===== config.mk =====
export PLATFORM = sky130hd
export DESIGN_NAME = alu_result_display
export DESIGN_NICKNAME = d
export VERILOG_FILES = /design/src/rtl/alu_result_display.sv
export SDC_FILE = /design/constraint.sdc
export NUM_CORES = 1
export LEC_CHECK = 0
export ABC_AREA = 1
export ABC_CLOCK_PERIOD_IN_PS = 3000
export BUFFER_PORTS_ARGS = -buffer_cell sky130_fd_sc_hd__buf_2
export CELL_PAD_IN_SITES_DETAIL_PLACEMENT = 1
export CELL_PAD_IN_SITES_GLOBAL_PLACEMENT = 1
export CORE_ASPECT_RATIO = 1.4
export CORE_UTILIZATION = 44
export CTS_CLUSTER_SIZE = 20
export DETAILED_ROUTE_END_ITERATION = 10
export HOLD_SLACK_MARGIN = 0.1
export PLACE_DENSITY_LB_ADDON = 0.08
export SKIP_LAST_GASP = 1
export SYNTH_ARGS = -nofsm -noshare
export SYNTH_HDL_FRONTEND = slang
export SYNTH_SLANG_ARGS = --single-unit

===== constraint.sdc =====
create_clock -name clk -period 3 [get_ports clk]
set_clock_uncertainty 0.15 [all_clocks]
set_input_delay 0.6 -clock clk [delete_from_list [all_inputs] [get_ports clk]]
set_output_delay 0.6 -clock clk [all_outputs]
set_load 0.02 [all_outputs]

===== src/rtl/alu_result_display.sv =====
// ALU result consumer: captures one result per valid pulse, converts the sign-magnitude
// value to BCD with a 4-cycle shift-add-3 engine and scans it onto a 4-digit display.
module alu_result_display #(
    parameter int SCAN_DIV   = 50000,
    parameter bit BLANK_TENS = 1'b1
) (
    input  logic       clk,
    input  logic       rst,
    input  logic       res_valid,
    output logic       res_ready,
    input  logic [4:0] R,
    input  logic       SF,
    input  logic       ZF,
    input  logic       DZF,
    output logic       busy,
    output logic [6:0] seg,
    output logic [3:0] an,
    output logic       sf_led,
    output logic       zf_led,
    output logic       dzf_led
);

    localparam int CNT_W = (SCAN_DIV > 2) ? $clog2(SCAN_DIV) : 1;

    // Digit symbols: 0..9 are decimal values, the rest are display glyphs.
    localparam logic [3:0] SYM_MINUS = 4'd10;
    localparam logic [3:0] SYM_BLANK = 4'd11;
    localparam logic [3:0] SYM_E     = 4'd12;
    localparam logic [3:0] SYM_R     = 4'd13;

    typedef enum logic [1:0] {S_IDLE, S_CONV, S_LOAD} state_t;

    state_t           r_state;
    state_t           w_state_next;
    logic [1:0]       r_bit;
    logic [11:0]      r_shift;
    logic [11:0]      w_shift_adj;
    logic             r_neg;
    logic             r_sf;
    logic             r_zf;
    logic             r_dzf;
    logic [3:0]       r_dig [4];
    logic [3:0]       w_tens_sym;
    logic [CNT_W-1:0] r_cnt;
    logic [1:0]       r_idx;
    logic [1:0]       w_idx_next;
    logic             w_wrap;
    logic [6:0]       r_seg;
    logic [3:0]       r_an;

    function automatic logic [6:0] encode(input logic [3:0] sym);
        logic [6:0] code;
        case (sym)
            4'd0:      code = 7'b1000000;
            4'd1:      code = 7'b1111001;
            4'd2:      code = 7'b0100100;
            4'd3:      code = 7'b0110000;
            4'd4:      code = 7'b0011001;
            4'd5:      code = 7'b0010010;
            4'd6:      code = 7'b0000010;
            4'd7:      code = 7'b1111000;
            4'd8:      code = 7'b0000000;
            4'd9:      code = 7'b0010000;
            SYM_MINUS: code = 7'b0111111;
            SYM_E:     code = 7'b0000110;
            SYM_R:     code = 7'b0101111;
            default:   code = 7'b1111111;
        endcase
        return code;
    endfunction

    // NOTE: sequential state uses non-blocking assignments so every flop samples pre-edge values.
    always_ff @(posedge clk) begin
        if (rst) r_state <= S_IDLE;
        else     r_state <= w_state_next;
    end

    // NOTE: default assignment first so no path through the case infers a latch.
    always_comb begin
        w_state_next = r_state;
        case (r_state)
            S_IDLE:  if (res_valid) w_state_next = S_CONV;
            S_CONV:  if (r_bit == 2'd3) w_state_next = S_LOAD;
            S_LOAD:  w_state_next = S_IDLE;
            default: w_state_next = S_IDLE;
        endcase
    end

    always_comb begin
        busy      = (r_state != S_IDLE);
        res_ready = ~busy;
    end

    // Double-dabble register: [11:8] tens, [7:4] ones, [3:0] magnitude shifted out MSB-first.
    always_comb begin
        w_shift_adj = r_shift;
        if (r_shift[7:4] >= 4'd5)  w_shift_adj[7:4]  = r_shift[7:4]  + 4'd3;
        if (r_shift[11:8] >= 4'd5) w_shift_adj[11:8] = r_shift[11:8] + 4'd3;
    end

    assign w_tens_sym = (BLANK_TENS && (r_shift[11:8] == 4'd0)) ? SYM_BLANK : r_shift[11:8];

    always_ff @(posedge clk) begin
        if (rst) begin
            r_bit   <= 2'd0;
            r_shift <= 12'd0;
            r_neg   <= 1'b0;
            r_sf    <= 1'b0;
            r_zf    <= 1'b0;
            r_dzf   <= 1'b0;
            sf_led  <= 1'b0;
            zf_led  <= 1'b0;
            dzf_led <= 1'b0;
            // NOTE: the four digit registers are plain flops, so they take an explicit reset value.
            for (int i = 0; i < 4; i++) r_dig[i] <= SYM_BLANK;
        end else begin
            case (r_state)
                S_IDLE: begin
                    if (res_valid) begin
                        r_shift <= {8'd0, R[3:0]};
                        r_neg   <= R[4] & (|R[3:0]);
                        r_sf    <= SF;
                        r_zf    <= ZF;
                        r_dzf   <= DZF;
                        r_bit   <= 2'd0;
                    end
                end
                S_CONV: begin
                    r_shift <= w_shift_adj << 1;
                    r_bit   <= r_bit + 2'd1;
                end
                S_LOAD: begin
                    if (r_dzf) begin
                        r_dig[3] <= SYM_E;
                        r_dig[2] <= SYM_R;
                        r_dig[1] <= SYM_R;
                        r_dig[0] <= SYM_BLANK;
                    end else begin
                        r_dig[3] <= r_neg ? SYM_MINUS : SYM_BLANK;
                        r_dig[2] <= SYM_BLANK;
                        r_dig[1] <= w_tens_sym;
                        r_dig[0] <= r_shift[7:4];
                    end
                    sf_led  <= r_sf;
                    zf_led  <= r_zf;
                    dzf_led <= r_dzf;
                end
                default: ;
            endcase
        end
    end

    // Scan runs free of the FSM; an and seg are both registered from the next index.
    assign w_wrap     = (r_cnt == CNT_W'(SCAN_DIV - 1));
    assign w_idx_next = w_wrap ? (r_idx + 2'd1) : r_idx;

    always_ff @(posedge clk) begin
        if (rst) begin
            r_cnt <= '0;
            r_idx <= 2'd0;
            r_an  <= 4'b1110;
            r_seg <= 7'h7F;
        end else begin
            r_cnt <= w_wrap ? '0 : (r_cnt + CNT_W'(1));
            r_idx <= w_idx_next;
            r_an  <= ~(4'b0001 << w_idx_next);
            r_seg <= encode(r_dig[w_idx_next]);
        end
    end

    assign seg = r_seg;
    assign an  = r_an;

endmodule


Yosys cells after proc, flatten, opt, wreduce, memory -nomap -nowiden --
Memory sizes are Yosys's and may differ from the RTL's. A register that Yosys moved wholly into a read port is not among the register bits. Index checks and enable logic that the tools add are counted.
Storage, ports and cells: memories kept 2, input port bits 11, ROM bits 112, register bits after elaboration 45, logic and storage cells 79, RAM bits 16, bits in latches 0
Memories:
- (no name shown) | depth 16, bits a word 7, read ports 1, clocked after memory_dff 1, wr ports 0, line 53 | case (sym)
- r_dig | depth 4, bits a word 4, read ports 1, clocked after memory_dff 0, wr ports 4, line 42 | logic [3:0] r_dig [4];
Cells by class: equality and inequality tests 6, shifts and indexed selects 1, magnitude comparators 2, multipliers 0, mux-type cells 30, bitwise operators 11, div/mod/pow operators 0, reduce and logical (&&, ||, !) cells 9, $add $sub $neg 5
Operator list (number):
- 2-to-1 mux 4 bit | 10
- one-hot mux 12 bit (2 select lines) | 1
- adder 16 x 1 -> 16 bit (second input constant) | 1
- == test 16 bit (second input constant) | 1
- 2-to-1 mux 12 bit | 1
- 2-to-1 mux 1 bit | 11
- >= comparator 4 x 3 -> 1 bit (second input constant) | 2
- 2-to-1 mux 2 bit | 4
- bitwise OR 1 bit | 8
- one-hot mux 2 bit (2 select lines) | 2
- AND reduction 2 bit | 3
- adder 2 x 1 -> 2 bit (second input constant) | 2
- adder 4 x 2 -> 4 bit (second input constant) | 1
- == test 2 bit (second input constant) | 2
- zero test 4 bit | 1
- != test 2 bit (second input constant) | 2
- inverter 4 bit | 1
- nonzero test 2 bit | 2
- OR reduction 4 bit | 1
- << shifter 1 x 2 -> 4 bit (first input constant) | 1
- adder 3 x 2 -> 3 bit (second input constant) | 1
- 2-to-1 mux 3 bit | 1
- == test 2 x 1 -> 1 bit (second input constant) | 1
- zero test 2 bit | 1
- 3 further kinds | 3

Logic depth before layout (Yosys ltp) --
word-level depth 6, depth in mapped cells 17, gate-level depth less buffers 17

Worst setup path after synthesis --
No wires, ideal clock.
path kind flip-flop to flip-flop, start point reg r_cnt[0], end point reg r_seg[3], in the netlist seg[3], buffers on the path 0, arrival 1899 ps, path slack 838 ps, setup time 113 ps, stages on the path, launching flop included 17, clock period less this slack 2162 ps, cell sequence dfxtp_1 > ha_1 > nand3_4 > nor2_8 > nand2_4 > nand2_4 > nand2_4 > nor2_1 > nand2_1 > nand2_2 > inv_1 > ha_1 > nand2_1 > nand2_2 > clkinv_1 > nand2_1 > nand2_1
Between the ends: cells in the longest elaborated chain, start to end 3
Ends and longest elaborated chain:
- start, declared | line 44 | logic [CNT_W-1:0] r_cnt;
- start signal, assigned | line 164 | r_cnt <= w_wrap ? '0 : (r_cnt + CNT_W'(1));
- == test 16 bit | line 154 | assign w_wrap = (r_cnt == CNT_W'(SCAN_DIV - 1));
- 2-to-1 mux 2 bit | line 155 | assign w_idx_next = w_wrap ? (r_idx + 2'd1) : r_idx;
- memory (4 x 4 bit)
- end, declared | line 48 | logic [6:0] r_seg;
Every way passes these cells. A chain may end at the register's enable or synchronous reset.

Worst setup path in the final report --
Same ends and word-level chain as after synthesis.

==> summary.txt <==
Routing
  – Via count: 2621
  – Drt total wl: 7140 µm
  – Wire per inst: 13.7 µm
  – Drt pass-1 iters: 4
  – Number of remaining DRC errors: 0
  – Vias/cell: 5.01
  – Post-DRT Antenna Nets: 0
  – Iteration-0 DRC Markers: between 70 and 80

STA
  – Max-slew violations: 0
  – Max Fclk: between 400 and 500 MHz
  – Setup violations, final: 0
  – Max-slew headroom: 61.5%
  – Final Hold Viols: 0
  – Worst slew pin tran: 576 ps
  – Minimum clock period: roughly 2400 ps
  – Final TNS setup: 0 ps
  – RSZ-0062 raised after global routing: false
  – Tcrit/Tclk final: 78.5%

Synthesis
  – Syn_area_per_cell: between 8 and 9 µm²
  – Synth unique cells: 41
  – Post-synth ARST share: 0%
  – Post-Syn Nets: roughly 410
  – EDFF count, synth: 7
  – Dominant synthesized flop cell: dfxtp_1
  – Syn. warnings: 0
  – Gate Count Post-Synth: 389
  – Post-synthesis sequential area ratio: 44.4%
  – Cell area after synthesis: 3140 µm²
  – #FFs+latches synth: 66

Power
  – Net Sw Power: 0.000414 W
  – Worst VDD drop: 0.274 mV
  – P_leak: 1.49 nW
  – Internal: roughly 0.0013 W
  – Power Dens Cells: ~490 nW/µm²
  – Combinational power share: ~5.6%
  – Clock network fraction of total power: 42.0%
  – Sw Share: between 20% and 30%
  – Flop pwr share: 52.4%

Layout
  – Area Growth Syn to Fin: 14.1%
  – NumNets Final: 441
  – Final core utilization: 51.6%
  – Layout cells sized above 1: 22.7%
  – N_diodes: 0
  – Total of fill cells in the finished design: 906

Place
  – GPL Wtd Cong: 0.842
  – Hpwl dp: between 5000 and 6000 µm
  – Port Buffer Count: 26

GRT
  – Number of global-route vias before repair: 2658
  – Initial antenna violation count: 0
  – Total grt overflow: 0
  – First-pass GRT wire length: 12000 µm
  – Tot GR Track Use: 21.4%
  – Largest net degree at the start of global routing: 21

Floorplan
  – Std-Cell Rows: 36
  – I/O pins: 27
  – Core Area: 6940 µm²
  – Die ar.: 7480 µm²
  – Die W: 73.4 µm
  – Chip Height: 102 µm
  – Initial core utilization: 45.2%

Clock tree
  – Root buffer cell: clkbuf_8
  – Clock transition at path regs: 70 ps
  – CTS Hold Bufs: 0
  – H-tree depth: 3
  – Worst-skew pair later-pin latency: 340 ps
  – TritonCTS buffer count: 9
  – Post-cts repair resize count: 0
  – Max Root-Sink Buffers: 2
  – CTS tree: yes
  – CTS sink count: 66
  – Buffer count from post-CTS setup fixing: 0

Setup path
  – CP endpoint kind: register
  – Most frequent CP cell: nand2_1
  – Crit Path Max Fanout: 5
  – Crit path kind: reg -> reg
  – CP Launch Type: register
  – Worst path required time: 3080 ps
  – Crit-path max cell delay: ~350 ps
  – Crit path arrival time: approximately 2400 ps
  – Crit-path cells: ha_1 -> nand3_4 -> nor2_8 -> nand2_4 -> nand2_2 -> nand2_2 -> nand2_1 -> nand2_1 -> nand2_1 -> nand2_1 -> ha_1 -> nand2_1 -> nand2_2 -> clkinv_1 -> nand2_1 -> nand2_1
  – Slowest CP cell: dfxtp_1

Min path
  – Worst Hold Class: reg -> reg

Flow run
  – Max-cap violations: 0

Run status
  – Status: finished clean
## per-layer routing
metal,wire length (µm),up-vias,global-route usage (%)
met5,0,-,0
met4,151,0,9.62
met3,139,13,4.34
met2,4120,24,42.5
met1,2730,1256,20.6
li1,-,1328,-
## synthesized netlist by cell type (2+ instances only)
| cell type | count | share of area, % |
|---|---|---|
| xnor2_1 | 3 | 0.84 |
| a31oi_1 | 3 | 0.60 |
| nor2_2 | 6 | 1.2 |
| dfxtp_1 | 59 | 38 |
| inv_4 | 2 | 0.40 |
| or2_2 | 2 | 0.40 |
| clkbuf_1 | 5 | 0.60 |
| nor3_1 | 2 | 0.32 |
| nand3_1 | 26 | 4.1 |
| o21ai_0 | 17 | 2.7 |
| inv_1 | 40 | 4.8 |
| inv_2 | 2 | 0.24 |
| nand3_2 | 5 | 1.6 |
| nor2_4 | 2 | 0.72 |
| edfxtp_1 | 7 | 6.7 |
| a22o_1 | 2 | 0.56 |
| ha_1 | 7 | 2.8 |
| a21oi_1 | 23 | 3.7 |
| nor2_8 | 3 | 1.9 |
| nand2_1 | 90 | 11 |
| nand2_4 | 11 | 3.9 |
| nor2_1 | 33 | 3.9 |
| nand3_4 | 2 | 1.1 |
| o21a_1 | 2 | 0.48 |
| nand2_2 | 13 | 2.6 |
| o22ai_1 | 2 | 0.40 |
| nor3b_1 | 3 | 0.72 |
| nand4_1 | 3 | 0.60 |
| nor3_2 | 2 | 0.64 |
## power groups by stage
stage | clock network [W] | registers [W] | logic, W
final | 0.000740 | 0.000923 | 0.0000984
after global routing | 0.000804 | 0.000925 | 0.000111
after CTS | 0.000768 | 0.000923 | 0.000101
after detailed placement | 0 | 0.000943 | 0.000100
after global placement | 0 | 0.000943 | 0.0000976
after floorplan | 0 | 0.000942 | 0.0000660
## logic make-up after synthesis
logic type | after synthesis | share of synthesized area [%]
AND/OR/NAND/NOR | 205 | 35.3
flip-flops | 66 | 44.4
AO/OA/AOI/OAI | 55 | 9.93
buffers and inverters | 52 | 6.54
adder cells (fa/ha/maj) | 7 | 2.79
XOR/XNOR | 4 | 1.12
## state kept, by name (all words and copies together) (netlist names), 2 cells and up
register,count
seg,7
r_cnt,16
an,4
r_dig,14
r_shift,12
r_state,2
r_idx,2
r_bit,2
## worst max-delay path: cells and delay by family (launching register included)
kind          cells  cell delay [ps]
simple gates     13             1170
flops             1              350
buf+inv           1               50
fa+ha+maj         2              520
## cells in the final DEF, fill, tap and decap left out, drive strengths merged, types with 2 or more instances in the layout
master / instances
a21oi: 23
nor3: 4
dfxtp: 59
nand3: 33
nand2: 114
xnor2: 3
clkbuf: 11
nor2: 44
ha: 7
buf: 29
a31oi: 3
o21ai: 18
nor3b: 4
or2: 2
o22ai: 2
clkinv: 4
o21a: 2
clkinvlp: 2
inv: 44
nand4: 3
a22o: 2
edfxtp: 7
## layout make-up
cell class              count  area (µm²)  area share, %
clock buffers              11         141           3.95
clock inverters             5        55.1           1.54
inverters                  46         179           5.00
multi-input cells         271        1540           43.0
flip-flops and latches     66        1390           38.9
well taps                  95         119           3.32
repair buffers             29         153           4.27
## worst paths after layout
path,from,end,slack (ps),cells after the start
max,r_cnt[0],seg[3],650,16
min reg2reg,r_dig[3][3],r_dig[3][3],290,2
max reg2reg,r_cnt[0],seg[3],650,16
min,r_dig[3][3],r_dig[3][3],290,2
## per-stage QoR
stage          area, µm²  setup slack, ps  hold slack [ps]  power (W)  std cells
4_1_cts             3580              622              299    0.00179        523
5_1_grt             3580              432              317    0.00184        523
6_report            3580              646              292    0.00176        523
3_3_place_gp        3380              753              273    0.00104        507
3_5_place_dp        3380              644              280    0.00104        507
2_1_floorplan       3140              838              260    0.00101        389
Power figures use the tool's default switching activity.
